--- config.mk ---
export PLATFORM = sky130hd
export DESIGN_NAME = uart_axis_fifo
export DESIGN_NICKNAME = d
export VERILOG_FILES = /design/src/rtl/uart_axis_fifo.sv
export SDC_FILE = /design/constraint.sdc
export NUM_CORES = 1
export LEC_CHECK = 0
export ABC_CLOCK_PERIOD_IN_PS = 3300
export BUFFER_PORTS_ARGS = -buffer_cell sky130_fd_sc_hd__buf_2
export CAP_MARGIN = 20
export CORE_MARGIN = 2
export CORE_UTILIZATION = 42
export DETAILED_ROUTE_END_ITERATION = 10
export PLACE_DENSITY_LB_ADDON = 0.15
export SYNTH_ARGS = -nofsm -noshare
export SYNTH_HDL_FRONTEND = slang
export SYNTH_SLANG_ARGS = --single-unit
--- constraint.sdc ---
create_clock -name aclk -period 3.3 [get_ports aclk]
set_input_delay 0.66 -clock aclk [delete_from_list [all_inputs] [get_ports aclk]]
set_output_delay 0.66 -clock aclk [all_outputs]
set_load 0.05 [all_outputs]
--- src/rtl/uart_axis_fifo.sv ---
// Full-duplex UART bridging AXI-Stream byte streams, with a FWFT FIFO on each direction.
// Optional parity frame bit enabled by defining UART_AXIS_PARITY_EN.
//
// state    | meaning
// IDLE     | line idle; RX waits for a low level, TX waits for a queued character
// START    | RX qualifies the start bit at its centre; TX drives the start bit
// DATA     | DATA_WIDTH bits, LSB first, one bit per DIVIDER cycles
// PARITY   | parity bit (only with UART_AXIS_PARITY_EN)
// STOP     | RX samples the first stop bit and pushes; TX holds STOP_BITS stop bits
module uart_axis_fifo #(
  parameter int DATA_WIDTH    = 8,
  parameter int DIVIDER       = 100,
  parameter int DIVIDER_WIDTH = 7,
  parameter int STOP_BITS     = 1,
  parameter int PARITY_ODD    = 0,
  parameter int FIFO_AW       = 4
) (
  input  logic                  aclk,
  input  logic                  arstn,
  input  logic [DATA_WIDTH-1:0] s_data_tdata,
  input  logic                  s_data_tvalid,
  output logic                  s_data_tready,
  output logic [DATA_WIDTH-1:0] m_data_tdata,
  output logic [1:0]            m_data_tuser,
  output logic                  m_data_tvalid,
  input  logic                  m_data_tready,
  output logic                  rx_overrun,
  output logic [FIFO_AW:0]      tx_level,
  output logic [FIFO_AW:0]      rx_level,
  input  logic                  rx,
  output logic                  tx
);

  localparam int DEPTH = 1 << FIFO_AW;
  localparam int RXW   = DATA_WIDTH + 2;
  localparam int BIT_W = $clog2(DATA_WIDTH);
  localparam logic [DIVIDER_WIDTH-1:0] CNT_LAST  = DIVIDER_WIDTH'(DIVIDER - 1);
  localparam logic [DIVIDER_WIDTH-1:0] CNT_HALF  = DIVIDER_WIDTH'(DIVIDER / 2 - 1);
  localparam logic [BIT_W-1:0]         BIT_LAST  = BIT_W'(DATA_WIDTH - 1);
  localparam logic                     STOP_LAST = 1'(STOP_BITS - 1);
  localparam logic [FIFO_AW:0]         LVL_FULL  = (FIFO_AW + 1)'(DEPTH);

  typedef enum logic [2:0] {
    S_IDLE,
    S_START,
    S_DATA,
`ifdef UART_AXIS_PARITY_EN
    S_PARITY,
`endif
    S_STOP
  } uart_state_t;

  // ---------------- TX FIFO ----------------
  logic [DATA_WIDTH-1:0] tx_mem [DEPTH];
  logic [FIFO_AW:0]      tx_wr_ptr, tx_rd_ptr;
  logic                  tx_full, tx_empty, tx_push, tx_pop, ready_en;
  logic [DATA_WIDTH-1:0] tx_head;

  assign tx_level      = tx_wr_ptr - tx_rd_ptr;
  assign tx_full       = (tx_level == LVL_FULL);
  assign tx_empty      = (tx_level == '0);
  assign s_data_tready = ready_en & ~tx_full;
  assign tx_push       = s_data_tvalid & s_data_tready;
  assign tx_head       = tx_mem[tx_rd_ptr[FIFO_AW-1:0]];

  always_ff @(posedge aclk) begin
    if (!arstn) begin
      ready_en  <= 1'b0;
      tx_wr_ptr <= '0;
      tx_rd_ptr <= '0;
    end else begin
      ready_en <= 1'b1;
      if (tx_push) tx_wr_ptr <= tx_wr_ptr + 1'b1;
      if (tx_pop)  tx_rd_ptr <= tx_rd_ptr + 1'b1;
    end
  end

  always_ff @(posedge aclk) begin
    if (tx_push) tx_mem[tx_wr_ptr[FIFO_AW-1:0]] <= s_data_tdata;
  end

  // ---------------- TX FSM ----------------
  uart_state_t              tx_state, tx_next;
  logic [DIVIDER_WIDTH-1:0] tx_cnt;
  logic [BIT_W-1:0]         tx_bit_idx;
  logic                     tx_stop_idx;
  logic [DATA_WIDTH-1:0]    tx_shift;
  logic                     tx_tick, tx_bit;
`ifdef UART_AXIS_PARITY_EN
  logic                     tx_par;
`endif

  assign tx_tick = (tx_cnt == CNT_LAST);

  always_ff @(posedge aclk) begin
    if (!arstn) tx_state <= S_IDLE;
    else        tx_state <= tx_next;
  end

  always_comb begin
    tx_next = tx_state;
    tx_pop  = 1'b0;
    tx_bit  = 1'b1;
    case (tx_state)
      S_IDLE: begin
        if (!tx_empty) begin
          tx_pop  = 1'b1;
          tx_next = S_START;
        end
      end
      S_START: begin
        tx_bit = 1'b0;
        if (tx_tick) tx_next = S_DATA;
      end
      S_DATA: begin
        tx_bit = tx_shift[0];
        if (tx_tick && tx_bit_idx == BIT_LAST)
`ifdef UART_AXIS_PARITY_EN
          tx_next = S_PARITY;
`else
          tx_next = S_STOP;
`endif
      end
`ifdef UART_AXIS_PARITY_EN
      S_PARITY: begin
        tx_bit = tx_par;
        if (tx_tick) tx_next = S_STOP;
      end
`endif
      S_STOP: begin
        // a queued character starts right after the last stop bit, no idle cycle
        if (tx_tick && tx_stop_idx == STOP_LAST) begin
          if (!tx_empty) begin
            tx_pop  = 1'b1;
            tx_next = S_START;
          end else begin
            tx_next = S_IDLE;
          end
        end
      end
      default: tx_next = S_IDLE;
    endcase
  end

  always_ff @(posedge aclk) begin
    if (!arstn) begin
      tx          <= 1'b1;
      tx_cnt      <= '0;
      tx_bit_idx  <= '0;
      tx_stop_idx <= 1'b0;
      tx_shift    <= '0;
    end else begin
      tx <= tx_bit;
      if (tx_pop) begin
        tx_shift    <= tx_head;
        tx_cnt      <= '0;
        tx_bit_idx  <= '0;
        tx_stop_idx <= 1'b0;
      end else if (tx_state != S_IDLE) begin
        tx_cnt <= tx_tick ? '0 : tx_cnt + 1'b1;
        if (tx_tick && tx_state == S_DATA) begin
          tx_shift   <= tx_shift >> 1;
          tx_bit_idx <= tx_bit_idx + 1'b1;
        end
        if (tx_tick && tx_state == S_STOP) tx_stop_idx <= tx_stop_idx + 1'b1;
      end
    end
  end

`ifdef UART_AXIS_PARITY_EN
  always_ff @(posedge aclk) begin
    if (!arstn)      tx_par <= 1'b0;
    else if (tx_pop) tx_par <= (^tx_head) ^ 1'(PARITY_ODD);
  end
`endif

  // ---------------- RX synchroniser + FSM ----------------
  logic                     rx_meta, rx_sync;
  uart_state_t              rx_state, rx_next;
  logic [DIVIDER_WIDTH-1:0] rx_cnt;
  logic [BIT_W-1:0]         rx_bit_idx;
  logic [DATA_WIDTH-1:0]    rx_shift;
  logic                     rx_tick, rx_push_req, rx_par_err;

  always_ff @(posedge aclk) begin
    if (!arstn) begin
      rx_meta <= 1'b1;
      rx_sync <= 1'b1;
    end else begin
      rx_meta <= rx;
      rx_sync <= rx_meta;
    end
  end

  assign rx_tick = (rx_cnt == CNT_LAST);

  always_ff @(posedge aclk) begin
    if (!arstn) rx_state <= S_IDLE;
    else        rx_state <= rx_next;
  end

  always_comb begin
    rx_next     = rx_state;
    rx_push_req = 1'b0;
    case (rx_state)
      S_IDLE:  if (!rx_sync) rx_next = S_START;
      // a start bit that is high again at its centre was a glitch
      S_START: if (rx_cnt == CNT_HALF) rx_next = rx_sync ? S_IDLE : S_DATA;
      S_DATA: begin
        if (rx_tick && rx_bit_idx == BIT_LAST)
`ifdef UART_AXIS_PARITY_EN
          rx_next = S_PARITY;
`else
          rx_next = S_STOP;
`endif
      end
`ifdef UART_AXIS_PARITY_EN
      S_PARITY: if (rx_tick) rx_next = S_STOP;
`endif
      S_STOP: begin
        if (rx_tick) begin
          rx_push_req = 1'b1;
          rx_next     = S_IDLE;
        end
      end
      default: rx_next = S_IDLE;
    endcase
  end

  always_ff @(posedge aclk) begin
    if (!arstn) begin
      rx_cnt     <= '0;
      rx_bit_idx <= '0;
      rx_shift   <= '0;
    end else begin
      case (rx_state)
        S_IDLE: begin
          rx_cnt     <= '0;
          rx_bit_idx <= '0;
        end
        S_START: rx_cnt <= (rx_cnt == CNT_HALF) ? '0 : rx_cnt + 1'b1;
        default: begin
          rx_cnt <= rx_tick ? '0 : rx_cnt + 1'b1;
          if (rx_tick && rx_state == S_DATA) begin
            rx_shift   <= {rx_sync, rx_shift[DATA_WIDTH-1:1]};
            rx_bit_idx <= rx_bit_idx + 1'b1;
          end
        end
      endcase
    end
  end

`ifdef UART_AXIS_PARITY_EN
  always_ff @(posedge aclk) begin
    if (!arstn)
      rx_par_err <= 1'b0;
    else if (rx_state == S_PARITY && rx_tick)
      rx_par_err <= rx_sync ^ (^rx_shift) ^ 1'(PARITY_ODD);
  end
`else
  assign rx_par_err = 1'b0;
`endif

  // ---------------- RX FIFO ----------------
  logic [RXW-1:0]   rx_mem [DEPTH];
  logic [FIFO_AW:0] rx_wr_ptr, rx_rd_ptr;
  logic             rx_full, rx_empty, rx_push, rx_pop;
  logic [RXW-1:0]   rx_head;

  assign rx_level      = rx_wr_ptr - rx_rd_ptr;
  assign rx_full       = (rx_level == LVL_FULL);
  assign rx_empty      = (rx_level == '0);
  assign m_data_tvalid = ~rx_empty;
  assign rx_pop        = m_data_tvalid & m_data_tready;
  assign rx_push       = rx_push_req & (~rx_full | rx_pop);
  assign rx_head       = rx_mem[rx_rd_ptr[FIFO_AW-1:0]];
  assign {m_data_tuser, m_data_tdata} = rx_empty ? '0 : rx_head;

  always_ff @(posedge aclk) begin
    if (!arstn) begin
      rx_wr_ptr  <= '0;
      rx_rd_ptr  <= '0;
      rx_overrun <= 1'b0;
    end else begin
      rx_overrun <= rx_push_req & rx_full & ~rx_pop;
      if (rx_push) rx_wr_ptr <= rx_wr_ptr + 1'b1;
      if (rx_pop)  rx_rd_ptr <= rx_rd_ptr + 1'b1;
    end
  end

  always_ff @(posedge aclk) begin
    if (rx_push) rx_mem[rx_wr_ptr[FIFO_AW-1:0]] <= {rx_par_err, ~rx_sync, rx_shift};
  end

endmodule

==> impl_results.md <==
- Largest clock skew in the final design: 0.01868 ns
- Clock Sinks: 346
- Hold Violations, Final: 0
- Total vias in the final route: 7545
- Number of standard-cell rows in the floorplan: 67
- Clock power frac: 32.4%
- Main synth FF type: edfxtp_1
- Clock insertion delay at the later pin of the skew report: 0.52 ns
- Initial antenna violation count: 0
- 1st-iter DRT viols: 580
- I/O pin count: 37
- ANT cells: 0
- Vertical die dimension: 187.7 um
- Total DRC errors in the routed layout: 0
- CP Capture Type: output port
- Setup repair after global routing missed its margin: yes
- Run status: complete, but fails checks
- Final clock period utilization by the worst path: 107.5%
- Portion of total power attributed to sequential cells: 37.7%
- Final setup margin: -0.2466 ns
- Violated checks: setup timing
- Number of fill cells: 2842
- Crit Path Max Fanout: 5
- Async set-reset flop share out of synthesis: 0%
- Arrival time of the worst setup path: 2.89 ns
- Standard cell core area: 0.03336 mm^2
- Ordered list of cells on the worst path: inv_2 -> ha_4 -> inv_2 -> fa_2 -> xor2_4 -> or3_4 -> nand4b_1 -> a21oi_4 -> buf_8 -> clkinvlp_4 -> buf_8
- Sw power: 4.000 mW
- Post-placement setup slack: 0.1077 ns
- Highest ir drop seen on vdd: 1.134 mV
- Sequential-to-total area share from yosys stat: 68.05%
- Layout net count: 998
- Overall power of the completed layout: 13.17 mW
- Tot GR Track Use: 16.95%
- Worst-case headroom to the max-slew limit: 44.15%
- Final ANT Viol Nets: 0
- FF+latch count, synth: 346
- Achievable Freq: 282.0 MHz
- Number of CTS-inserted buffers: 37
- Effective utilization at floorplan: 42.50%
- Routability congestion estimate from global placement: 0.7558
- Number of buffers on the longest clock path: 3
- Post-synth EDFFs: 272
- Total of warnings raised by yosys: 0
- Data required time at the worst endpoint: 2.64 ns
- Kind of launch point of the worst setup path: flop
- Total power divided by cell area: 790.6 mW/mm^2
- Leakage dissipation: 5.724 nW
- Die area: 0.03525 mm^2
- Pin count of the biggest net entering global routing: 37
- Number of nets produced by synthesis: 915
- Number of hold buffers added after CTS: 0
- Post-route standard cell area excluding fillers: 0.01665 mm^2
- Logic pwr share: 29.9%
- Number of instances in the synthesized netlist: 871
- Cell type with the largest total area after synthesis: edfxtp_1
- Mapped cell area: 0.01418 mm^2
- Switching Fraction: 30.38%
- Avg WL per Cell: 20.41 um
- First-pass GRT wire length: 45.60 mm
- Critical Setup Path Class: reg -> out
- H-tree depth reported by CTS: 2
- Total Routed Length: 29.14 mm
- Count of final max-slew check failures: 0
- Top cell family by delay on the critical path: simple AND/OR/NAND/NOR gates
- Post-Place Cell Area: 0.01512 mm^2
- Root buffer selected by CTS: clkbuf_16
- Avg Vias per Cell: 5.284
- Via count of the first global-routing pass: 7686
- TritonCTS clock tree: built
- Buf+Inv Stages, Crit Path: 5
- Setup-violating endpoint count in the final report: 10
- Average instance area after synthesis: 16.28 um^2
- Die X-Extent: 187.7 um
- Layout Area Growth over Synthesis: 17.45%
- Fraction of layout cells with a size suffix above 1: 27.24%
- Slowest Stage Delay on Critical Path: 0.40 ns
- P_int: 9.166 mW
- Synth top area cells: edfxtp_1, mux4_2, dfxtp_1
- # Max-Cap Violations: 0
- Area share of the leading cell type in the synthesized netlist: 57.60%
- Critical path's slowest cell: fa_2
- Synth cell count leaders: edfxtp_1, mux4_2, dfxtp_1
- Time the final worst path needs with I/O delays and setup: 3.547 ns
- Sum of net half-perimeters after detailed placement: 18.74 mm
- Detailed-router iteration count before antenna repair: 4
- Total grt overflow: 0
- Worst min-delay path category: in -> reg
- Most repeated cell in the gate-level netlist after synthesis: edfxtp_1
- Unique masters post-synth: 59
- Number of buffer cells added on primary ports: 35
- Actual transition at the worst max-transition pin: 0.8365 ns
- Post-CTS clock slew at the launch and capture registers of the worst setup and hold paths: 0.06 ns
## metrics by stage
step / setup TNS (ns) / util (%) / instances / hold WS (ns)
5_1_grt: -2.943 / 49.92 / 1428 / 0.3394
3_3_place_gp: 0 / 45.32 / 1350 / 0.4296
6_report: -2.046 / 49.92 / 1428 / 0.3342
2_1_floorplan: 0 / - / 871 / 0.3863
3_5_place_dp: 0 / 45.32 / 1350 / 0.4227
4_1_cts: -2.601 / 49.81 / 1423 / 0.3104
## repair_timing
item | 4_1_cts | 5_1_grt
gates resized for setup | 39 | 10
setup endpoints to repair | 12 | 12
pin swaps | 5 | 5
gates cloned | 2 | 0
setup buffers | 6 | 6
endpoints found under the hold margin | 0 | 0
## worst paths after layout
check | from | end | slack [ns] | cells after the start
max | rx_wr_ptr[0]$_SDFFE_PN0P_ | m_data_tvalid | -0.25 | 11
min | rx | rx_meta$_SDFF_PN1_ | 0.33 | 2
max reg2reg | rx_wr_ptr[0]$_SDFFE_PN0P_ | rx_mem[9][2]$_DFFE_PP_ | 0.19 | 11
min reg2reg | rx_meta$_SDFF_PN1_ | rx_sync$_SDFF_PN1_ | 0.43 | 1
## area by class of cell
class / count / area [um^2] / area share, %
clock buffer: 51 / 1008 / 6.055
clock inverter: 14 / 236.5 / 1.420
inverter: 31 / 120.1 / 0.7212
multi-input combinational: 453 / 4364 / 26.20
sequential: 346 / 9658 / 57.99
tap: 448 / 560.5 / 3.366
timing repair buffer: 85 / 706.9 / 4.245
## metal layers
| metal | share of wire (%) | track usage, % |
|---|---|---|
| met1 | 49 | 24.92 |
| met2 | 45 | 26.14 |
| met3 | 4.1 | 3.182 |
| met4 | 1.9 | 4.300 |
| met5 | 0 | 0 |
## placed cells by master, fill, tap and decap left out, types with 6 or more instances in the layout
master	instances
or3_1	11
and3_1	26
o22ai_1	16
ha_1	27
buf_4	43
a21oi_1	28
dfxtp_1	67
buf_2	24
xor2_1	12
mux4_2	77
clkbuf_1	11
nand2b_1	9
a211oi_1	10
nor2_1	60
nand3_1	16
inv_1	25
bufinv_16	6
xnor2_1	8
buf_6	9
clkbuf_16	37
nand2_1	36
mux2i_1	15
dfxtp_2	7
o21ai_0	10
nor2b_4	6
edfxtp_1	272
## registers in the layout, summed over array words and instances (netlist names), 3 cells and up, named ones only
register and flops:
tx_shift 8, tx_cnt 7, tx_wr_ptr 5, rx_bit_idx 3, tx_mem 128, rx_rd_ptr 5
tx_bit_idx 3, tx_rd_ptr 5, rx_wr_ptr 5, rx_shift 8, rx_mem 144, rx_cnt 7
## kinds of logic after synthesis
| group | Yosys count | share of synthesized area [%] |
|---|---|---|
| AND/OR/NAND/NOR | 209 | 7.615 |
| buffers and inverters | 72 | 2.312 |
| other | 1 | 0.02645 |
| multiplexers | 94 | 13.45 |
| AO/OA/AOI/OAI | 96 | 4.350 |
| flip-flops | 346 | 68.05 |
| adder cells (fa/ha/maj) | 31 | 2.841 |
| XOR/XNOR | 22 | 1.359 |
## power by group through the flow
stage               logic (mW)  clock network, mW  registers [mW]
floorplan                 2.71                  0            4.96
global placement          3.32                  0            5.06
detailed placement        3.33                  0            5.06
CTS                       3.99               4.37            4.97
global route              4.21               4.54            4.99
finish                    3.94               4.26            4.97
No activity file was read; power rests on OpenSTA's default activity.
